<file path="config.mk">
export PLATFORM = sky130hd
export DESIGN_NAME = i2c_serial_interface
export DESIGN_NICKNAME = d
export VERILOG_FILES = /design/src/rtl/i2c_slave_pkg.sv /design/src/rtl/i2c_serial_interface_scl_edge_det.sv /design/src/rtl/i2c_serial_interface.sv
export SDC_FILE = /design/constraint.sdc
export NUM_CORES = 1
export LEC_CHECK = 0
export BUFFER_PORTS_ARGS = -buffer_cell sky130_fd_sc_hd__buf_2
export CAP_MARGIN = 20
export CORE_MARGIN = 2
export CORE_UTILIZATION = 51
export CTS_BUF_LIST = sky130_fd_sc_hd__clkbuf_4 sky130_fd_sc_hd__clkbuf_8
export CTS_CLUSTER_DIAMETER = 120
export DETAILED_ROUTE_END_ITERATION = 16
export GPL_TIMING_DRIVEN = 1
export PLACE_DENSITY = 0.74
export SETUP_SLACK_MARGIN = 0.1
export SYNTH_ARGS = -nofsm -noshare
export SYNTH_HDL_FRONTEND = slang
export SYNTH_HIERARCHICAL = 1
export SYNTH_SLANG_ARGS = --single-unit
</file>
<file path="constraint.sdc">
create_clock -name clk -period 1.9 [get_ports clk]
set_input_delay 0.095 -clock clk [delete_from_list [all_inputs] [get_ports clk]]
set_output_delay 0.095 -clock clk [all_outputs]
set_load 0.02 [all_outputs]
</file>
<file path="src/rtl/i2c_slave_pkg.sv">
// Shared I2C slave definitions: controller state encoding and the default device address.
package i2c_slave_pkg;

  localparam logic [6:0] I2C_ADDRESS_DEFAULT = 7'h3c;

  typedef enum logic [3:0] {
    IDLE,
    DEV_ADDR,
    DEV_ACK,
    REG_ADDR,
    REG_ACK,
    WR_DATA,
    WR_ACK,
    RD_DATA,
    RD_ACK,
    WAIT_STOP
  } i2cState_e;

endpackage

</file>
<file path="src/rtl/i2c_serial_interface_scl_edge_det.sv">
// Produces one-clk SCL rise/fall pulses by comparing scl against its registered copy.
module scl_edge_det (
  input  logic clk,
  input  logic rst,
  input  logic scl_i,
  output logic rise_o,
  output logic fall_o
);

  logic sclQ;

  // Reset to the idle-high level so leaving reset never fakes an edge.
  always_ff @(posedge clk) begin
    if (rst) sclQ <= 1'b1;
    else     sclQ <= scl_i;
  end

  assign rise_o = scl_i & ~sclQ;
  assign fall_o = ~scl_i & sclQ;

endmodule

</file>
<file path="src/rtl/i2c_serial_interface.sv">
// I2C register-access slave: address match, register pointer, byte writes and auto-incrementing reads.
module i2c_serial_interface
  import i2c_slave_pkg::*;
#(
  parameter logic [6:0] I2C_ADDRESS = I2C_ADDRESS_DEFAULT
) (
  input  logic       clk,
  input  logic       rst,
  input  logic       scl,
  input  logic       sdaIn,
  input  logic       startDet,
  input  logic       stopDet,
  input  logic [7:0] rdData,
  output logic [7:0] regAddr,
  output logic [7:0] wrData,
  output logic       writeEn,
  output logic       sdaOut
);

  logic sclRise, sclFall;

  scl_edge_det u_scl_edge_det (
    .clk    (clk),
    .rst    (rst),
    .scl_i  (scl),
    .rise_o (sclRise),
    .fall_o (sclFall)
  );

  i2cState_e  stateQ, stateD;
  logic [2:0] bitCntQ, bitCntD;
  logic [6:0] rxQ, rxD;
  logic [6:0] txQ, txD;
  logic [7:0] regAddrQ, regAddrD;
  logic [7:0] wrDataQ, wrDataD;
  logic       writeEnQ, writeEnD;
  logic       sdaOutQ, sdaOutD;
  logic       rwQ, rwD;
  logic       regValidQ, regValidD;
  logic       ackPhaseQ, ackPhaseD;
  logic [7:0] rxByte;

  assign rxByte = {rxQ, sdaIn};

  always_ff @(posedge clk) begin
    if (rst) begin
      stateQ    <= IDLE;
      bitCntQ   <= 3'd0;
      rxQ       <= 7'd0;
      txQ       <= 7'd0;
      regAddrQ  <= 8'h00;
      wrDataQ   <= 8'h00;
      writeEnQ  <= 1'b0;
      sdaOutQ   <= 1'b1;
      rwQ       <= 1'b0;
      regValidQ <= 1'b0;
      ackPhaseQ <= 1'b0;
    end else begin
      stateQ    <= stateD;
      bitCntQ   <= bitCntD;
      rxQ       <= rxD;
      txQ       <= txD;
      regAddrQ  <= regAddrD;
      wrDataQ   <= wrDataD;
      writeEnQ  <= writeEnD;
      sdaOutQ   <= sdaOutD;
      rwQ       <= rwD;
      regValidQ <= regValidD;
      ackPhaseQ <= ackPhaseD;
    end
  end

  // ackPhaseQ separates the fall that starts an ACK slot from the fall that ends it.
  always_comb begin
    stateD    = stateQ;
    bitCntD   = bitCntQ;
    rxD       = rxQ;
    txD       = txQ;
    regAddrD  = regAddrQ;
    wrDataD   = wrDataQ;
    writeEnD  = 1'b0;
    sdaOutD   = sdaOutQ;
    rwD       = rwQ;
    regValidD = regValidQ;
    ackPhaseD = ackPhaseQ;

    if (writeEnQ) regAddrD = regAddrQ + 8'd1;

    if (startDet) begin
      stateD    = DEV_ADDR;
      bitCntD   = 3'd0;
      sdaOutD   = 1'b1;
      ackPhaseD = 1'b0;
    end else if (stopDet) begin
      stateD    = IDLE;
      bitCntD   = 3'd0;
      sdaOutD   = 1'b1;
      ackPhaseD = 1'b0;
      regValidD = 1'b0;
    end else begin
      case (stateQ)
        DEV_ADDR: begin
          sdaOutD = 1'b1;
          if (sclRise) begin
            rxD     = rxByte[6:0];
            bitCntD = bitCntQ + 3'd1;
            if (bitCntQ == 3'd7) begin
              if (rxByte[7:1] == I2C_ADDRESS) begin
                stateD    = DEV_ACK;
                rwD       = rxByte[0];
                ackPhaseD = 1'b0;
              end else begin
                stateD = WAIT_STOP;
              end
            end
          end
        end
        DEV_ACK, REG_ACK, WR_ACK: begin
          if (sclFall) begin
            if (!ackPhaseQ) begin
              sdaOutD   = 1'b0;
              ackPhaseD = 1'b1;
            end else begin
              ackPhaseD = 1'b0;
              bitCntD   = 3'd0;
              sdaOutD   = 1'b1;
              if (stateQ == DEV_ACK && rwQ) begin
                stateD  = RD_DATA;
                txD     = rdData[6:0];
                sdaOutD = rdData[7];
              end else if (stateQ == DEV_ACK && !regValidQ) begin
                stateD = REG_ADDR;
              end else begin
                stateD = WR_DATA;
              end
            end
          end
        end
        REG_ADDR: begin
          if (sclRise) begin
            rxD     = rxByte[6:0];
            bitCntD = bitCntQ + 3'd1;
            if (bitCntQ == 3'd7) begin
              regAddrD  = rxByte;
              regValidD = 1'b1;
              stateD    = REG_ACK;
              ackPhaseD = 1'b0;
            end
          end
        end
        WR_DATA: begin
          if (writeEnQ) begin
            stateD    = WR_ACK;
            ackPhaseD = 1'b0;
          end else if (sclRise) begin
            rxD     = rxByte[6:0];
            bitCntD = bitCntQ + 3'd1;
            if (bitCntQ == 3'd7) begin
              wrDataD  = rxByte;
              writeEnD = 1'b1;
            end
          end
        end
        RD_DATA: begin
          if (sclFall) begin
            sdaOutD = txQ[6];
            txD     = {txQ[5:0], 1'b0};
          end
          if (sclRise) begin
            bitCntD = bitCntQ + 3'd1;
            if (bitCntQ == 3'd7) begin
              stateD    = RD_ACK;
              ackPhaseD = 1'b0;
            end
          end
        end
        RD_ACK: begin
          if (sclFall) begin
            if (!ackPhaseQ) begin
              sdaOutD   = 1'b1;
              ackPhaseD = 1'b1;
            end else begin
              ackPhaseD = 1'b0;
              bitCntD   = 3'd0;
              stateD    = RD_DATA;
              txD       = rdData[6:0];
              sdaOutD   = rdData[7];
            end
          end else if (sclRise && ackPhaseQ) begin
            if (sdaIn) begin
              stateD    = WAIT_STOP;
              ackPhaseD = 1'b0;
            end else begin
              regAddrD = regAddrQ + 8'd1;
            end
          end
        end
        default: sdaOutD = 1'b1;
      endcase
    end
  end

  assign regAddr = regAddrQ;
  assign wrData  = wrDataQ;
  assign writeEn = writeEnQ;
  assign sdaOut  = sdaOutQ;

endmodule
</file>
== Yosys cells after proc, flatten, opt, wreduce, memory -nomap -nowiden ==
Index checks and enable logic that the tools add are counted.
Word-level totals
  register bits after elaboration: 43
  bits in latches: 0
  RAM bits: 0
  bits in read-only memories: 0
  bits of input ports: 14
  output and inout bits: 18
  word-level logic and storage cells: 167
  memories: 0
Cells by class
  add/sub/neg operators: 2
  multipliers: 0
  div/mod/pow operators: 0
  magnitude comparators: 0
  eq/ne operators: 44
  shifts and indexed selects: 0
  muxes and demuxes: 67
  bitwise gates (word level): 10
  reduce and logical (&&, ||, !) cells: 31
Operators with widths (number)
  $mux 8: 8
  $mux 4: 14
  $mux 7: 8
  $ne 4x4->1 const B: 9
  $ne 2x2->1 const B: 15
  $reduce_and 13->1: 2
  $mux 1: 24
  $pmux 4 s6: 1
  $pmux 7 s3: 1
  $mux 3: 6
  $eq 4x3->1 const B: 4
  $pmux 8 s2: 1
  $reduce_and 4->1: 4
  $ne 5x5->1 const B: 3
  $pmux 7 s2: 1
  $reduce_and 6->1: 2
  $reduce_and 10->1: 1
  $ne 3x3->1 const B: 3
  $pmux 3 s3: 1
  $reduce_and 9->1: 1
  $reduce_or 3->1: 3
  $add 8x1->8 const B: 1
  $eq 4x2->1 const B: 2
  $ne 2x1->1 const B: 4
  other kinds (19): 35

== Depth between registers and ports, before layout ==
  word-level depth: 9
  gate-level depth with buffers: 8
  depth with buffers taken out: 7

== Cells and area by module ==
Netlist, hierarchy kept.
By module, submodules not included
  i2c_serial_interface: times used 1, cells an instance 290, area an instance 2533.7 µm², seq. area each 840.8 µm²
  scl_edge_det: times used 1, cells an instance 4, area an instance 40.0 µm², seq. area each 20.0 µm²

== Least setup slack after synthesis ==
No wires, ideal clock.
  kind: flip-flop to flip-flop
  start: register stateQ[1]
  end: register stateQ[0]
  library setup time: 122 ps
  arrival: 1732 ps
  data required time: 1778 ps
  setup slack: 46 ps
  stages on the path, launching flop included: 8
  buffers on the path: 2
  clock period less this slack: 1854 ps
  path through: dfxtp_1 buf_6 or4b_1 clkbuf_2 nor2_1 o211ai_1 and3_1 a221o_1
Between the ends
  word-level cells in the longest chain between the ends: 8
  elaborated cells between the ends (all ways): 30
  classes of those cells: eq/ne (20); mux (6); reduce/logical (4)
RTL lines
  from (decl): RTL line i2c_serial_interface.sv:30  | i2cState_e stateQ, stateD;
  from (signal assigned): RTL line i2c_serial_interface.sv:59  | stateQ <= stateD;
  $eq 4x2->1: RTL line i2c_serial_interface.sv:101, i2c_serial_interface.sv:127
  $logic_and 1x1->1: RTL line i2c_serial_interface.sv:127  | if (stateQ == DEV_ACK && rwQ) begin
  $mux 3: RTL line i2c_serial_interface.sv:127
  $mux 4: RTL line i2c_serial_interface.sv:120  | if (!ackPhaseQ) begin
  $mux 4: RTL line i2c_serial_interface.sv:119  | if (sclFall) begin
  $pmux 4 s6: RTL line i2c_serial_interface.sv:101  | case (stateQ)
  $mux 1: RTL line i2c_serial_interface.sv:94  | end else if (stopDet) begin
  $mux 1: RTL line i2c_serial_interface.sv:89  | if (startDet) begin
Parallel ways exist; a longest one is shown, timed or not. The select of a mux whose other input is x is not followed.
A chain may end at the register's enable or synchronous reset.

== Worst setup path in the final report ==
  start: register u_scl_edge_det.sclQ
  end: register regAddrQ[2] (netlist: regAddr[2])
Between the ends
  elaborated cells between the ends (all ways): 10
  classes of those cells: mux (6); bitwise (3); reduce/logical (1)
RTL lines
  from (decl): RTL line i2c_serial_interface_scl_edge_det.sv:10  | logic sclQ;
  from (signal assigned): RTL line i2c_serial_interface_scl_edge_det.sv:15  | else sclQ <= scl_i;
  $and 1x1->1: RTL line i2c_serial_interface_scl_edge_det.sv:19  | assign fall_o = ~scl_i & sclQ;
  net sclFall: RTL line i2c_serial_interface.sv:20  | logic sclRise, sclFall;
  $mux 8: RTL line i2c_serial_interface.sv:178  | if (sclFall) begin
  $pmux 8 s2: RTL line i2c_serial_interface.sv:101
  $mux 8: RTL line i2c_serial_interface.sv:94
  $mux 8: RTL line i2c_serial_interface.sv:89
  to (signal assigned): RTL line i2c_serial_interface.sv:63  | regAddrQ <= regAddrD;
  to (decl): RTL line i2c_serial_interface.sv:34  | logic [7:0] regAddrQ, regAddrD;
The timed path passes the listed nets, and every way through them passes these cells.

==> impl_metrics.csv <==
group,metric,value,unit
power,p_leak,1.51,nW
placed_design,gp_congestion,1.01,
floorplanning,rows,25,
logic_synthesis,yosysSeqAreaShare,33.4,%
cts,tritoncts,"done",
finish,antenna_cells,0,
worst_setup_path,critPathLaunchType,"flop",
worst_setup_path,crit_chain,"and2b_2 -> buf_6 -> nor4bb_4 -> buf_4 -> o21ai_2 -> xnor2_2 -> a221oi_2 -> o32ai_2",
worst_setup_path,worstPathMaxFanout,3,
logic_synthesis,ys.flop_type,"dfxtp_1",
sta,timing.final.crit_share,98.6,%
sta,fin_ws,0.0264,ns
worst_setup_path,cp-end-kind,"flop",
worst_setup_path,cpLargestDelayFamily,"simple AND/OR/NAND/NOR gates",
floorplanning,dieArea,5630,sq um
sta,worst_clock_skew,0.00508,ns
worst_setup_path,crit_slowest_cell,"dfxtp_2",
global_route,grt-ovfl-total,0,
detailed_routing,routed_wirelength,7310,um
sta,finalHoldViolCount,0,
cts,cts_made_buffers,5,
sta,rsz0062_at_grt,"yes",
logic_synthesis,synthArstFlopShare,0,%
hold_path,min_to,"u_scl_edge_det/sclQ$_SDFF_PP1_",
global_route,grt_pass1_wl,11400,um
worst_setup_path,r2r-end,"regAddr[2]$_SDFF_PP0_",
outcome,status,"finished, final reports clean",
global_route,grt_usage,27.0,%
floorplanning,pin_count,32,
finish,syn_to_final_growth,32.7,%
detailed_routing,drt-initial-drc-count,173,
logic_synthesis,synth.net_count,311,
global_route,grt_max_degree,25,
finish,final_common_cell,"buf_4",
cts,clock_sinks,43,
global_route,antenna_found_initial,0,
detailed_routing,drcViolationCount,0,
worst_setup_path,critPathRequiredTime,2.08,ns
cts,clk_latency,0.31,ns
worst_setup_path,r2r-start,"u_scl_edge_det/sclQ$_SDFF_PP1_",
hold_path,hold_path.startpoint,"scl",
detailed_routing,vias,2588,
cts,clk_pin_slew,0.09,ns
detailed_routing,avgViaCountPerCell,5.96,
finish,final_core_util,71.3,%
logic_synthesis,syn_inst,294,
sta,fin_setup_tns,0,ns
floorplanning,initial_utilization,53.8,%
placed_design,place.port_buffers,31,
logic_synthesis,netlist_top_cells_area,"dfxtp_1, mux2i_1, nor2_1",
floorplanning,fp.dieH,75.0,um
cts,clock-root-buffer,"clkbuf_8",
cts,cts_buffer_depth,2,
global_route,grt_pass1_vias,2337,
sta,finalSetupViolCount,0,
worst_setup_path,reg2regPathDepth,8,
worst_setup_path,path_buf_inv,2,
sta,period_needed,1.87,ns
job,maxCapViolCount,0,
detailed_routing,ant_nets,0,
floorplanning,coreArea,4790,sq um
logic_synthesis,synth-edff-count,0,
logic_synthesis,netlist.area_leader.share,33.4,%
logic_synthesis,synth_top_cell_by_area,"dfxtp_1",
finish,regArea,875,sq um
detailed_routing,firstDrtPassIters,5,
finish,drive_above_1_share,39.0,%
hold_path,min_path_cells,2,
placed_design,hpwlAfterDp,5000,um
power,power,1.65,mW
power,irDropWorstVdd,0.704,mV
finish,num-fill-cells,376,
logic_synthesis,syn_area,2570,sq um
worst_setup_path,max_stage_delay,0.33,ns
worst_setup_path,crit_arrival,2.06,ns
detailed_routing,wire_per_inst,16.8,um
finish,final_nets,383,
cts,holdBufCountCts,0,
finish,multi_input_area,1770,sq um
cts,htree_levels,2,
sta,tightest_slew,0.545,ns
finish,layout_common_cells,"buf_4, nor2_1, dfxtp_1, buf_2, mux2i_1",
logic_synthesis,yosys_register_bits,43,
hold_path,hold_path.class,"in2reg",
power,power.density,483,nW/um^2
worst_setup_path,worstSetupPathType,"reg2reg",
sta,drv_slew,0,
logic_synthesis,yosys_warnings,6,
sta,max_slew_margin,63.6,%
sta,max_freq,534,MHz
logic_synthesis,synth_cell_types,60,
floorplanning,die_w,75.0,um
placed_design,dp_slack,-0.184,ns
worst_setup_path,r2r_setup_slack,0.03,ns
logic_synthesis,avgSynthCellArea,8.75,sq um
[cell type report]
type | instances | area share (%)
multi-input cells | 227 | 51.8
repair buffers | 84 | 16.9
inverters | 5 | 0.550
flip-flops and latches | 43 | 25.6
clock buffers | 5 | 2.02
clock inverters | 3 | 0.696
well taps | 67 | 2.46
[state kept, by name (all words and copies together), names as in the netlist, 3 cells and up]
name	count
bitCntQ	3
regAddr	8
rxQ	7
stateQ	4
txQ	7
wrData	8
[worst reg2reg max path, stage by stage (launching register included)]
cell and delay, ns:
dfxtp_2 0.33, and2b_2 0.22, buf_6 0.13, nor4bb_4 0.28
buf_4 0.18, o21ai_2 0.06, xnor2_2 0.17, a221oi_2 0.27
o32ai_2 0.12
[per-layer routing]
metal	vias up	GRT usage [%]	part of all wire [%]	wire (um)
met5	-	0	0	0
met4	0	10.5	2.1	152
met3	17	7.36	7.4	538
met2	113	41.6	47	3410
met1	1235	36.1	44	3210
li1	1223	-	-	-
[how the worst max path moves through the flow]
stage	from	to	slack [ns]	cells after the start
after floorplan	stateQ[1]$_SDFFE_PP0P_	stateQ[0]$_SDFFE_PP0P_	0.06	7
after global placement	stateQ[1]$_SDFFE_PP0P_	txQ[0]$_SDFFE_PP0P_	-0.1	6
after detailed placement	stateQ[1]$_SDFFE_PP0P_	txQ[5]$_SDFFE_PP0P_	-0.18	6
after CTS	stateQ[1]$_SDFFE_PP0P_	regAddr[4]$_SDFF_PP0_	0.07	7
after global routing	u_scl_edge_det/sclQ$_SDFF_PP1_	regAddr[0]$_SDFF_PP0_	-0.03	8
final	u_scl_edge_det/sclQ$_SDFF_PP1_	regAddr[2]$_SDFF_PP0_	0.03	8
[synth_stat cells, drive strengths merged, types with 5 or more instances]
cell	instances
a211oi	10
a21oi	8
and3	5
buf	10
clkbuf	9
dfxtp	43
inv	5
mux2i	27
nand2	14
nand2b	6
nand3	11
nor2	43
nor2b	5
nor3	6
o211ai	5
o21ai	11
xnor2	9
xor2	5
[metrics by stage]
step                instance area [sq um]  hold WS, ns  cells
finish                               3410      0.00868    434
global route                         3410       0.0351    434
CTS                                  3290     0.000832    433
detailed placement                   3080        0.318    420
global placement                     3080        0.321    420
floorplan                            2590        0.191    294
[cells by family after synthesis]
family | after synthesis | synth area share (%)
AOI/OAI and AO/OA | 71 | 21.6
xor gates and xnor gates | 14 | 4.76
adders and majority gates | 3 | 1.46
buffers and inverters | 24 | 4.76
DFF | 43 | 33.4
muxes | 27 | 10.5
and+or+nand+nor | 112 | 23.5
[repair_timing]
action	CTS	global route
pin swaps	12	14
buffers inserted	5	0
cloned	0	1
gates resized for setup	24	30
endpoints found under the setup margin	30	30
[power by group]
group          internal, mW  total (mW)  switching [mW]
Sequential            0.902       0.906         0.00367
Clock                 0.263       0.621           0.358
Combinational        0.0494       0.123          0.0734
Total                  1.21        1.65           0.435
Power figures use the tool's default switching activity.
